`src/rtl/udp_tx_scheduler.sv`:
```
// Two-requester round-robin scheduler for a UDP/IP frame transmitter.
// Validates payload length, launches the transmitter, watches for completion and enforces the inter-frame gap.
module udp_tx_scheduler #(
  parameter int IFG_CYCLES     = 24,
  parameter int TIMEOUT_CYCLES = 4096,
  parameter int MIN_LEN        = 18,
  parameter int MAX_LEN        = 1472
) (
  input  logic        clk,
  input  logic        rst,
  input  logic [1:0]  req,
  input  logic [15:0] len0,
  input  logic [15:0] len1,
  input  logic        tx_busy,
  input  logic        tx_done,
  output logic [1:0]  grant,
  output logic        ram_bank,
  output logic        tx_go,
  output logic [15:0] tx_total_length,
  output logic [15:0] tx_data_length,
  output logic [1:0]  ack,
  output logic [1:0]  drop,
  output logic        timeout_err,
  output logic [15:0] frame_cnt,
  output logic [2:0]  state_dbg
);

  // Handshake: req[i] is a level held by requester i until it sees ack[i] or drop[i];
  // tx_go is a single-cycle launch accepted only while tx_busy is low, and tx_done closes it.

  localparam int WD_W  = (TIMEOUT_CYCLES < 2) ? 1 : $clog2(TIMEOUT_CYCLES);
  localparam int GAP_W = (IFG_CYCLES < 2) ? 1 : $clog2(IFG_CYCLES);
  localparam logic [WD_W-1:0]  WD_LAST  = WD_W'(TIMEOUT_CYCLES - 1);
  localparam logic [GAP_W-1:0] GAP_LAST = GAP_W'(IFG_CYCLES - 1);
  localparam logic [15:0]      MIN_L    = 16'(MIN_LEN);
  localparam logic [15:0]      MAX_L    = 16'(MAX_LEN);

  typedef enum logic [2:0] {
    IDLE      = 3'd0,
    CHECK     = 3'd1,
    LAUNCH    = 3'd2,
    WAIT_DONE = 3'd3,
    GAP       = 3'd4
  } state_t;

  state_t           state;
  logic             ptr;
  logic             winner;
  logic [15:0]      len_q;
  logic [WD_W-1:0]  wd_cnt;
  logic [GAP_W-1:0] gap_cnt;

  logic        sel;
  logic [15:0] sel_len;
  logic [1:0]  winner_oh;

  // Round-robin pick: the pointer requester if it asks, otherwise the other one.
  always_comb begin
    sel       = req[ptr] ? ptr : ~ptr;
    sel_len   = sel ? len1 : len0;
    winner_oh = winner ? 2'b10 : 2'b01;
  end

  assign state_dbg = state;

  always_ff @(posedge clk) begin
    if (rst) begin
      state           <= IDLE;
      ptr             <= 1'b0;
      winner          <= 1'b0;
      len_q           <= '0;
      wd_cnt          <= '0;
      gap_cnt         <= '0;
      grant           <= '0;
      ram_bank        <= 1'b0;
      tx_go           <= 1'b0;
      tx_total_length <= '0;
      tx_data_length  <= '0;
      ack             <= '0;
      drop            <= '0;
      timeout_err     <= 1'b0;
      frame_cnt       <= '0;
    end else begin
      tx_go       <= 1'b0;
      ack         <= '0;
      drop        <= '0;
      timeout_err <= 1'b0;
      case (state)
        IDLE: begin
          if (req != 2'b00) begin
            winner <= sel;
            len_q  <= sel_len;
            state  <= CHECK;
          end
        end
        CHECK: begin
          ptr <= ~winner;
          if (len_q < MIN_L || len_q > MAX_L) begin
            drop  <= winner_oh;
            state <= IDLE;
          end else begin
            tx_data_length  <= len_q + 16'd8;
            tx_total_length <= len_q + 16'd28;
            grant           <= winner_oh;
            ram_bank        <= winner;
            state           <= LAUNCH;
          end
        end
        LAUNCH: begin
          if (!tx_busy) begin
            tx_go  <= 1'b1;
            wd_cnt <= '0;
            state  <= WAIT_DONE;
          end
        end
        WAIT_DONE: begin
          // Completion takes priority over a watchdog expiry in the same cycle.
          if (tx_done) begin
            ack       <= winner_oh;
            frame_cnt <= frame_cnt + 16'd1;
            grant     <= '0;
            gap_cnt   <= '0;
            state     <= (IFG_CYCLES == 0) ? IDLE : GAP;
          end else if (wd_cnt == WD_LAST) begin
            timeout_err <= 1'b1;
            drop        <= winner_oh;
            grant       <= '0;
            gap_cnt     <= '0;
            state       <= (IFG_CYCLES == 0) ? IDLE : GAP;
          end else begin
            wd_cnt <= wd_cnt + 1'b1;
          end
        end
        GAP: begin
          if (gap_cnt == GAP_LAST) state <= IDLE;
          else gap_cnt <= gap_cnt + 1'b1;
        end
        default: state <= IDLE;
      endcase
    end
  end

endmodule
```
`config.mk`:
```
export PLATFORM = sky130hd
export DESIGN_NAME = udp_tx_scheduler
export DESIGN_NICKNAME = d
export VERILOG_FILES = /design/src/rtl/udp_tx_scheduler.sv
export SDC_FILE = /design/constraint.sdc
export NUM_CORES = 1
export LEC_CHECK = 0
export CORE_MARGIN = 5
export CORE_UTILIZATION = 40
export DETAILED_ROUTE_END_ITERATION = 6
export PLACE_DENSITY = 0.66
export SLEW_MARGIN = 40
export SYNTH_ARGS = -nofsm -noshare
export SYNTH_HDL_FRONTEND = slang
export SYNTH_SLANG_ARGS = --single-unit
```
`constraint.sdc`:
```
create_clock -name clk -period 5.5 [get_ports clk]
set_clock_uncertainty 0.15 [all_clocks]
set_input_delay 1.1 -clock clk [delete_from_list [all_inputs] [get_ports clk]]
set_output_delay 1.1 -clock clk [all_outputs]
set_load 0.05 [all_outputs]
```
==> flow_summary.json <==
{
  "status": "complete, no violations",
  "synthesis.area_sq_um": 4150,
  "cp.arrival_ns": 1.81,
  "required_ns": 4.25,
  "cts_sinks": 93,
  "grt_pass1_vias": 3271,
  "initial_core_util_pct": 40.6,
  "via_count": 3344,
  "end_kind": "primary output",
  "place_congestion": 0.746,
  "vias_per_cell": 4.96,
  "holdWs_ns": 0.313,
  "cts_hold_buf": 0,
  "die_area_sq_um": 12500,
  "post-cts-setup-buffers": 0,
  "slowest_stage": "clkdlybuf4s50_1",
  "cp_max_fo": 14,
  "cp-start-kind": "flip-flop",
  "power_mw": 1.55,
  "p_per_area_nw_per_um2": 288,
  "drcViolationCount": 0,
  "period_needed_ns": 3.06,
  "path_class": "flip-flop to primary output",
  "synth_edf_count": 0,
  "fin_tns_setup_ns": 0,
  "cts_buffers": 9,
  "max-clock-path-buffers": 2,
  "finalMaxSlewViolations": 0,
  "synth_cell_types": 47,
  "fill_cells": 963,
  "nNetsFinal": 578,
  "crit_buf_inv": 1,
  "met1_usage_pct": 18.8,
  "clk_latency_ns": 0.35,
  "tightest_slew_ns": 0.687,
  "ys_seq_elements": 93,
  "grt_use_total_pct": 15.0,
  "pin_count": 98,
  "synth.avg_cell_area_sq_um": 9.25,
  "period_share_pct": 55.7,
  "die_w_um": 112,
  "groute.layer.met2.usage_pct": 25.5,
  "drtPass1Iterations": 4,
  "ys_seq_area_share_pct": 44.8,
  "syn_to_final_growth_pct": 29.5,
  "synthArstFlopShare_pct": 0,
  "ys_warn_count": 0,
  "path_cells": "clkdlybuf4s50_1",
  "hold_path_class": "flip-flop to flip-flop",
  "routed_wl_um": 9490,
  "drt_iter0_drc": 121,
  "io_buffer_count": 97,
  "drv_cap": 0,
  "setup_viol": 0,
  "postRouteAntennaNets": 0,
  "rows": 37,
  "synthCells": 449,
  "core-area_sq_um": 10200,
  "antennaDiodeCount": 0,
  "rsz0062_at_grt": "no",
  "clk_pin_slew_ns": 0.09,
  "cts_tree": "done",
  "slowest_delay_ns": 0.90,
  "grt_max_degree": 43,
  "grt-busiest-layer": "met2",
  "overflow": 0,
  "antenna_found_initial": 0,
  "cts_max_level": 3,
  "syn-num-nets": 494,
  "wl_per_cell_um": 14.1,
  "grt_pass1_wl_um": 15600,
  "dp.final_hpwl_um": 6910,
  "drive_above_1_share_pct": 7.06,
  "ir_drop_uv": 148,
  "hold_viol_final": 0,
  "cts_resized": 0,
  "max_slew_margin_pct": 53.8,
  "ys.flop_type": "dfxtp_1",
  "fmaxAchievable_mhz": 326,
  "total_leakage_power_nw": 1.89,
  "root_buffer": "clkbuf_8",
  "grt_use_met3_pct": 3.59,
  "die_h_um": 112,
  "crit_family": "buffers and inverters"
}
-- cell type report --
cell class              count  area [sq um]  share of cell area, %
clock inverters             6          87.6                   1.63
repair buffers             99           983                   18.3
inverters                  10          37.5                  0.698
clock buffers              10           128                   2.37
flip-flops and latches     93          1860                   34.6
multi-input cells         320          2110                   39.3
well taps                 136           170                   3.16
-- path summary, 6_finish.rpt --
check                      start                   to  slack [ns]  cells past startpoint
max                 state_dbg[1]         state_dbg[1]        2.44                      1
max reg2reg             len_q[3]  tx_total_length[13]        2.95                      7
min          tx_total_length[15]  tx_total_length[15]        0.31                      1
min reg2reg  tx_total_length[15]  tx_total_length[15]        0.31                      1
-- synthesized netlist by cell type, types with 11 or more instances --
library cell	n	share of area, %
dfxtp_1	93	45
nor2_1	78	7.0
xor2_1	25	5.3
mux2i_1	22	5.3
nand2_1	20	1.8
nand3_1	20	2.4
clkbuf_1	17	1.5
a211oi_1	16	2.9
a21oi_1	16	1.9
a211oi_2	13	3.9
nand4_1	12	1.8
and2_1	11	1.7
-- state kept, by name (all words and copies together) (netlist names) --
signal	cells
gap_cnt	5
ack	2
tx_go	1
ptr	1
tx_data_length	14
ram_bank	1
timeout_err	1
grant	2
winner	1
wd_cnt	12
state_dbg	3
tx_total_length	16
frame_cnt	16
len_q	16
drop	2
-- placed cells by master, fill, tap and decap left out, types with 5 or more instances in the layout --
| cell | n |
|---|---|
| nand2_1 | 20 |
| dfxtp_1 | 93 |
| nor2_1 | 77 |
| mux2i_1 | 22 |
| xnor2_1 | 10 |
| clkdlybuf4s50_1 | 96 |
| nand4_1 | 12 |
| nand2b_1 | 9 |
| and3_1 | 6 |
| ha_1 | 7 |
| inv_1 | 10 |
| a21oi_1 | 16 |
| o21ai_0 | 9 |
| clkbuf_8 | 9 |
| nand3_1 | 20 |
| and2_1 | 11 |
| xor2_1 | 25 |
| or3_1 | 5 |
| a211oi_2 | 13 |
| a211oi_1 | 16 |
-- cells by family after synthesis --
group,synth area share (%)
flops,44.8
buf+inv,4.58
compound gates,12.6
fa+ha+maj,2.11
xor+xnor,7.38
mux,5.90
simple gates,22.6
-- layer usage --
metal  up-vias  part of all wire (%)
li1       1740                     -
met1      1531                    46
met2        61                    48
met3        12                   4.3
met4         0                   1.4
met5         -                     0
-- power by group --
group          total [mW]  internal [mW]  switching [mW]
Sequential          0.749          0.709          0.0405
Combinational       0.298          0.122           0.176
Clock               0.501          0.257           0.245
Total                1.55           1.09           0.462
-- metrics by stage --
step	instances	utilization [%]	setup WS (ns)	instance area, sq um
detailed placement	658	50.4	2.30	5160
global route	674	52.6	2.36	5380
floorplan	449	-	2.89	4150
global placement	658	50.4	2.13	5160
finish	674	52.6	2.44	5380
CTS	674	52.5	2.42	5380
Note: power is estimated with default switching activity, not from simulation.
